--- src/rtl/fight_pkg.sv ---
// ============================================================================
// fight_pkg : round state encodings, winner codes and timer width shared by
//             the fight round sequencer.            Revision: 1.0
// ============================================================================
`default_nettype none

package fight_pkg;

  localparam int TIMER_W = 7;

  typedef enum logic [2:0] {
    ST_IDLE      = 3'd0,
    ST_INTRO     = 3'd1,
    ST_FIGHT     = 3'd2,
    ST_KO        = 3'd3,
    ST_MATCH_END = 3'd4
  } round_state_t;

  localparam logic [1:0] WIN_NONE = 2'd0;
  localparam logic [1:0] WIN_P1   = 2'd1;
  localparam logic [1:0] WIN_P2   = 2'd2;
  localparam logic [1:0] WIN_DRAW = 2'd3;

  function automatic logic [1:0] sat_inc2(input logic [1:0] v);
    return (v == 2'd3) ? v : v + 2'd1;
  endfunction

endpackage

`default_nettype wire

--- src/rtl/fight_round_sequencer_sec_countdown.sv ---
// ============================================================================
// sec_countdown : loadable seconds down-counter with expiry pulse, shared by
//                 the intro, fight and KO phases.       Revision: 1.0
// ============================================================================
`default_nettype none

module sec_countdown
  import fight_pkg::*;
(
  input  logic               clk,
  input  logic               reset,
  input  logic               load,
  input  logic [TIMER_W-1:0] load_val,
  input  logic               tick,
  input  logic               hold,
  output logic [TIMER_W-1:0] count,
  output logic               expire_pulse
);

  logic [TIMER_W-1:0] count_q;
  logic [TIMER_W-1:0] count_d;
  logic               tick_ok;

  always_comb begin
    tick_ok = tick && !hold;
    count_d = count_q;
    if (load) begin
      count_d = load_val;
    end else if (tick_ok && (count_q != '0)) begin
      count_d = count_q - TIMER_W'(1);
    end
  end

  always_ff @(posedge clk or posedge reset) begin
    if (reset) begin
      count_q <= '0;
    end else begin
      count_q <= count_d;
    end
  end

  assign count        = count_q;
  assign expire_pulse = tick_ok && (count_q == TIMER_W'(1));

endmodule

`default_nettype wire

--- src/rtl/fight_round_sequencer.sv ---
// ============================================================================
// fight_round_sequencer : best-of-N round/match sequencer for the fight state.
//   Optional pause input enabled by defining FIGHT_PAUSE_EN.   Revision: 1.0
// ============================================================================
`default_nettype none

module fight_round_sequencer
  import fight_pkg::*;
#(
  parameter int HP_W            = 8,
  parameter int ROUND_SECONDS   = 99,
  parameter int INTRO_SECONDS   = 3,
  parameter int KO_HOLD_SECONDS = 2,
  parameter int ROUNDS_TO_WIN   = 2,
  parameter int MAX_ROUNDS      = 5
) (
  input  logic            clk,
  input  logic            reset,
`ifdef FIGHT_PAUSE_EN
  input  logic            pause,
`endif
  input  logic            fight_active,
  input  logic            sec_tick,
  input  logic [HP_W-1:0] p1_hp,
  input  logic [HP_W-1:0] p2_hp,
  output logic [2:0]      round_state,
  output logic [2:0]      round_num,
  output logic [6:0]      timer_sec,
  output logic [1:0]      p1_wins,
  output logic [1:0]      p2_wins,
  output logic            inputs_enable,
  output logic            round_start,
  output logic            game_over,
  output logic [1:0]      winner
);

  localparam logic [TIMER_W-1:0] ROUND_LOAD = TIMER_W'(ROUND_SECONDS);
  localparam logic [TIMER_W-1:0] INTRO_LOAD = TIMER_W'(INTRO_SECONDS);
  localparam logic [TIMER_W-1:0] HOLD_LOAD  = TIMER_W'(KO_HOLD_SECONDS);
  localparam logic [1:0]         WINS_NEED  = 2'(ROUNDS_TO_WIN);
  localparam logic [2:0]         LAST_ROUND = 3'(MAX_ROUNDS);

  round_state_t state_q, state_d;
  logic [2:0]   round_num_q, round_num_d;
  logic [1:0]   p1_wins_q, p1_wins_d;
  logic [1:0]   p2_wins_q, p2_wins_d;
  logic         inputs_enable_q, inputs_enable_d;
  logic         round_start_q, round_start_d;
  logic         game_over_q, game_over_d;
  logic [1:0]   winner_q, winner_d;

  logic               cnt_load;
  logic [TIMER_W-1:0] cnt_load_val;
  logic [TIMER_W-1:0] cnt_count;
  logic               cnt_expire;
  logic               pause_act;
  logic               round_end;
  logic [1:0]         round_win;

`ifdef FIGHT_PAUSE_EN
  assign pause_act = pause && ((state_q == ST_INTRO) || (state_q == ST_FIGHT) ||
                               (state_q == ST_KO));
`else
  assign pause_act = 1'b0;
`endif

  sec_countdown u_countdown (
    .clk          (clk),
    .reset        (reset),
    .load         (cnt_load),
    .load_val     (cnt_load_val),
    .tick         (sec_tick),
    .hold         (pause_act),
    .count        (cnt_count),
    .expire_pulse (cnt_expire)
  );

  always_comb begin
    state_d         = state_q;
    round_num_d     = round_num_q;
    p1_wins_d       = p1_wins_q;
    p2_wins_d       = p2_wins_q;
    inputs_enable_d = inputs_enable_q;
    round_start_d   = 1'b0;
    game_over_d     = game_over_q;
    winner_d        = winner_q;
    cnt_load        = 1'b0;
    cnt_load_val    = '0;
    round_end       = 1'b0;
    round_win       = WIN_NONE;

    // Leaving the fight state from anywhere but IDLE wipes the whole match.
    if ((state_q != ST_IDLE) && !fight_active) begin
      state_d         = ST_IDLE;
      round_num_d     = '0;
      p1_wins_d       = '0;
      p2_wins_d       = '0;
      inputs_enable_d = 1'b0;
      game_over_d     = 1'b0;
      winner_d        = WIN_NONE;
      cnt_load        = 1'b1;
    end else begin
      case (state_q)
        ST_IDLE: begin
          if (fight_active) begin
            state_d       = ST_INTRO;
            round_num_d   = 3'd1;
            p1_wins_d     = '0;
            p2_wins_d     = '0;
            round_start_d = 1'b1;
            game_over_d   = 1'b0;
            winner_d      = WIN_NONE;
            cnt_load      = 1'b1;
            cnt_load_val  = INTRO_LOAD;
          end
        end

        ST_INTRO: begin
          if (!pause_act && cnt_expire) begin
            state_d         = ST_FIGHT;
            inputs_enable_d = 1'b1;
            cnt_load        = 1'b1;
            cnt_load_val    = ROUND_LOAD;
          end
        end

        ST_FIGHT: begin
          if (!pause_act) begin
            // KO checks come first so a KO on the final second beats timeout.
            if ((p1_hp == '0) && (p2_hp == '0)) begin
              round_end = 1'b1;
              round_win = WIN_DRAW;
            end else if (p1_hp == '0) begin
              round_end = 1'b1;
              round_win = WIN_P2;
            end else if (p2_hp == '0) begin
              round_end = 1'b1;
              round_win = WIN_P1;
            end else if (cnt_expire) begin
              round_end = 1'b1;
              round_win = (p1_hp > p2_hp) ? WIN_P1 :
                          (p2_hp > p1_hp) ? WIN_P2 : WIN_DRAW;
            end

            if (round_end) begin
              if (round_win == WIN_P1) p1_wins_d = sat_inc2(p1_wins_q);
              if (round_win == WIN_P2) p2_wins_d = sat_inc2(p2_wins_q);
              state_d         = ST_KO;
              inputs_enable_d = 1'b0;
              cnt_load        = 1'b1;
              cnt_load_val    = HOLD_LOAD;
            end
          end
        end

        ST_KO: begin
          if (!pause_act && cnt_expire) begin
            cnt_load = 1'b1;
            if (p1_wins_q >= WINS_NEED) begin
              state_d     = ST_MATCH_END;
              game_over_d = 1'b1;
              winner_d    = WIN_P1;
            end else if (p2_wins_q >= WINS_NEED) begin
              state_d     = ST_MATCH_END;
              game_over_d = 1'b1;
              winner_d    = WIN_P2;
            end else if (round_num_q == LAST_ROUND) begin
              state_d     = ST_MATCH_END;
              game_over_d = 1'b1;
              winner_d    = (p1_wins_q > p2_wins_q) ? WIN_P1 :
                            (p2_wins_q > p1_wins_q) ? WIN_P2 : WIN_DRAW;
            end else begin
              state_d       = ST_INTRO;
              round_num_d   = round_num_q + 3'd1;
              round_start_d = 1'b1;
              cnt_load_val  = INTRO_LOAD;
            end
          end
        end

        ST_MATCH_END: begin
        end

        default: begin
          state_d = ST_IDLE;
        end
      endcase
    end
  end

  always_ff @(posedge clk or posedge reset) begin
    if (reset) begin
      state_q         <= ST_IDLE;
      round_num_q     <= '0;
      p1_wins_q       <= '0;
      p2_wins_q       <= '0;
      inputs_enable_q <= 1'b0;
      round_start_q   <= 1'b0;
      game_over_q     <= 1'b0;
      winner_q        <= WIN_NONE;
    end else begin
      state_q         <= state_d;
      round_num_q     <= round_num_d;
      p1_wins_q       <= p1_wins_d;
      p2_wins_q       <= p2_wins_d;
      inputs_enable_q <= inputs_enable_d;
      round_start_q   <= round_start_d;
      game_over_q     <= game_over_d;
      winner_q        <= winner_d;
    end
  end

  assign round_state   = state_q;
  assign round_num     = round_num_q;
  assign timer_sec     = cnt_count;
  assign p1_wins       = p1_wins_q;
  assign p2_wins       = p2_wins_q;
  assign inputs_enable = inputs_enable_q && !pause_act;
  assign round_start   = round_start_q;
  assign game_over     = game_over_q;
  assign winner        = winner_q;

endmodule

`default_nettype wire
--- config.mk ---
export PLATFORM = sky130hd
export DESIGN_NAME = fight_round_sequencer
export DESIGN_NICKNAME = d
export VERILOG_FILES = /design/src/rtl/fight_pkg.sv /design/src/rtl/fight_round_sequencer_sec_countdown.sv /design/src/rtl/fight_round_sequencer.sv
export SDC_FILE = /design/constraint.sdc
export NUM_CORES = 1
export LEC_CHECK = 0
export ABC_AREA = 1
export BUFFER_PORTS_ARGS = -buffer_cell sky130_fd_sc_hd__buf_2
export CORE_AREA = 2 2 50 86
export DETAILED_ROUTE_END_ITERATION = 10
export DIE_AREA = 0 0 52 88
export PLACE_DENSITY = 0.72
export SLEW_MARGIN = 20
export SYNTH_ARGS = -nofsm -noshare
export SYNTH_HDL_FRONTEND = slang
export SYNTH_HIERARCHICAL = 1
export SYNTH_SLANG_ARGS = --single-unit
export TNS_END_PERCENT = 1
--- constraint.sdc ---
create_clock -name clk -period 4.26 [get_ports clk]
set_clock_uncertainty 0.1 [all_clocks]
set_input_delay 0.213 -clock clk [delete_from_list [all_inputs] [get_ports clk]]
set_output_delay 0.213 -clock clk [all_outputs]
set_load 0.05 [all_outputs]
==> flow_summary.toml <==
[outcome]
outcome = "complete, no violations"

[synth]
ys_seq_elements = 22
ys_types = 29
yosys-top-cells-area = "dfrtp_1 29%, nand2_1 16%, ha_1 13%"
syn_avg_cell_area_sq_um = 6.661
yosys.area.top_type = "dfrtp_1"
syn_inst = 281
ys_seq_area_share_pct = 29.41
synthesis.area_sq_um = 1872
synth_top_area_share_pct = 29.41
yosysWarnings = 6

[finish]
diodes = 0
final_cell_area_sq_um = 2226
layout.nets = 369
area_growth_pct = 18.92
drive_gt1_share_pct = 19.76
final_util_pct = 57.57

[global_route]
grt_max_degree = 16
grt_util_met3_pct = 2.389
overflow = 0
use_met1_pct = 18.78
grt_pass1_wl_mm = 7.003
grt_pass1_vias = 1789
grt_usage_pct = 19.73
grtUsageMet2_pct = 40.62
antenna_found_initial = 0
grt_most_used_layer = "met2"

[detailed_routing]
routed_wl_mm = 4.260
vias_per_cell = 4.907
drc = 0
ant_nets = 0
vias = 1850
first_pass_iters = 4
initialDrtViolationCount = 39
wl_per_cell_um = 11.30

[clock_network]
post_cts_resized = 0
cts_sinks = 22
clock_path_buffers = 2
cts_setup_buffers = 0
h-tree-depth = 1
ctsRootBufferMaster = "clkbuf_8"
hold_buffers = 1
clkTransAtPathRegs_ns = 0.09
cts_tree = "done"
cts_buffers = 3
worstSkewPairLatency_ns = 0.28

[pwr]
clock_power_share_pct = 13.9
p_int_uw = 645.7
pwr-share-comb_pct = 61.4
power_switching_uw = 788.3
seq_power_share_pct = 24.7
cellLeakagePower_nw = 1.274
powerDensity_nw_per_um2 = 644.2
peakVddDrop_mv = 0.5139
swShare_pct = 54.97
p_total_mw = 1.434

[worst_setup_path]
end_kind = "flip-flop"
start_kind = "flip-flop"
path_class = "reg -> reg"
crit_arrival_ns = 2.52
cp.required_ns = 4.34
critPathMaxFanout = 11

[floorplanning]
core_sq_um = 3866
die_x_um = 52
pin_count = 42
die_area_sq_um = 4576
die_h_um = 88
fp-row-count = 30
initial_utilization_pct = 48.41

[sta]
finalMaxSlewViolations = 0
rsz0062_at_grt = "false"
worst_pin_slew_ns = 0.6362
min_period_ns = 2.445
fin_crit_sh_pct = 57.38
setup_viol = 0
hold_violations = 0
slew_headroom_pct = 57.54
finalSetupTns_ns = 0
clock.fmax_ghz = 0.4091

[place]
gp_congestion = 0.8603
place_area_sq_um = 2145
port_buffers = 41
place_hpwl_mm = 3.522

[hold_path]
hold_class = "in -> reg"

[flow_run]
maxCapViolCount = 0
## cell usage after synthesis (all sizes together)
| cell | count |
|---|---|
| nor4 | 1 |
| nand4 | 5 |
| nand2 | 86 |
| clkinv | 1 |
| nand3 | 25 |
| dfrtp | 22 |
| o41ai | 1 |
| a21oi | 8 |
| nor2 | 38 |
| a21o | 1 |
| a31oi | 2 |
| o22ai | 3 |
| o21ai | 12 |
| clkbuf | 1 |
| nor3 | 3 |
| conb | 1 |
| ha | 19 |
| xnor2 | 1 |
| o211ai | 2 |
| inv | 48 |
| or2 | 1 |
## final timing paths
| kind | startpoint | end | slack [ns] | cells past startpoint |
|---|---|---|---|---|
| setup / recovery | u_countdown/count[1] | u_countdown/count[4] | 1.82 | 12 |
| hold / removal | fight_active | round_start | 0.21 | 3 |
| setup reg to reg | u_countdown/count[1] | u_countdown/count[4] | 1.82 | 12 |
| hold reg to reg | round_num[2] | round_num[2] | 0.40 | 1 |
| max in group asynchronous | reset | round_state[0] | 3.17 | 3 |
| min in group asynchronous | reset | u_countdown/count[3] | 0.32 | 3 |
## cell type report
type	count	area, sq um
clock inverter	1	30.03
sequential	22	550.5
fill	398	1640
timing repair buffer	42	215.2
clock buffer	3	41.29
tap	48	60.06
inverter	49	185.2
multi-input combinational	212	1144
## sequential cells by signal, summed over array words and instances (netlist names)
name	count
round_num	3
p2_wins	2
p1_wins	2
round_state	3
winner	2
u_countdown/count	7
game_over	1
inputs_enable	1
round_start	1
## critical path: stages (launching register included)
cell	delay (ns)
dfrtp_1	0.39
inv_1	0.14
ha_1	0.17
nand3_1	0.07
nor2_1	0.23
nor3_1	0.10
or2_2	0.30
nand4_1	0.26
inv_1	0.22
nand2_4	0.16
clkinv_2	0.08
nand2_1	0.08
nand2_1	0.05
## layer usage
layer,vias up,part of all wire [%],routed length (um)
met4,0,1.3,55
met2,33,57,2434
met5,-,0,0
met1,830,39,1655
met3,5,2.7,116
li1,982,-,-
## metrics by stage
step                      worst slack [ns]  std cells  hold WS, ns
final                                1.815        377       0.2069
after global routing                 1.567        377       0.2279
after CTS                            1.819        377       0.2120
after detailed placement             1.835        372      0.07736
after global placement               1.931        372      0.07616
after floorplan                      1.938        284     -0.08360
## kinds of logic (layout without fill, tap and decap cells)
family | after synthesis | count (layout) | share of synthesized area (%)
AND/OR/NAND/NOR | 159 | 159 | 37.63
buffers and inverters | 50 | 95 | 10.09
AO/OA/AOI/OAI | 29 | 29 | 9.492
flip-flops | 22 | 22 | 29.41
adder cells (fa/ha/maj) | 19 | 19 | 12.70
other | 1 | 4 | 0.2003
XOR/XNOR | 1 | 1 | 0.4680
## power by group through the flow
| stage | Sequential, mW | Combinational [mW] | Clock [mW] |
|---|---|---|---|
| after CTS | 0.355 | 0.885 | 0.202 |
| after global routing | 0.364 | 0.979 | 0.209 |
| after detailed placement | 0.359 | 0.881 | 0 |
| after floorplan | 0.562 | 0.483 | 0 |
| final | 0.354 | 0.880 | 0.200 |
| after global placement | 0.358 | 0.871 | 0 |
## layout by cell type (no fill, tap or decap)
| cell type | count |
|---|---|
| nand2_1 | 79 |
| inv_1 | 46 |
| buf_2 | 41 |
| nor2_1 | 31 |
| nand3_1 | 25 |
| dfrtp_1 | 22 |
| ha_1 | 19 |
| o21ai_0 | 9 |
| a21oi_1 | 7 |
| nand2_2 | 6 |
| nand4_1 | 5 |
| nor2_2 | 4 |
| conb_1 | 4 |
| nor3_1 | 3 |
| nor2_4 | 3 |
| o22ai_1 | 3 |
| clkbuf_8 | 3 |
| inv_2 | 2 |
| a31oi_1 | 2 |
| o211ai_1 | 2 |
| o21ai_1 | 2 |
| nor4_1 | 1 |
| a21oi_2 | 1 |
| a21o_1 | 1 |
| or2_2 | 1 |
| o41ai_1 | 1 |
| bufinv_16 | 1 |
| dlygate4sd3_1 | 1 |
| o21ai_4 | 1 |
| nand2_4 | 1 |
| clkinv_2 | 1 |
| xnor2_1 | 1 |
Note: power is estimated with default switching activity, not from simulation.
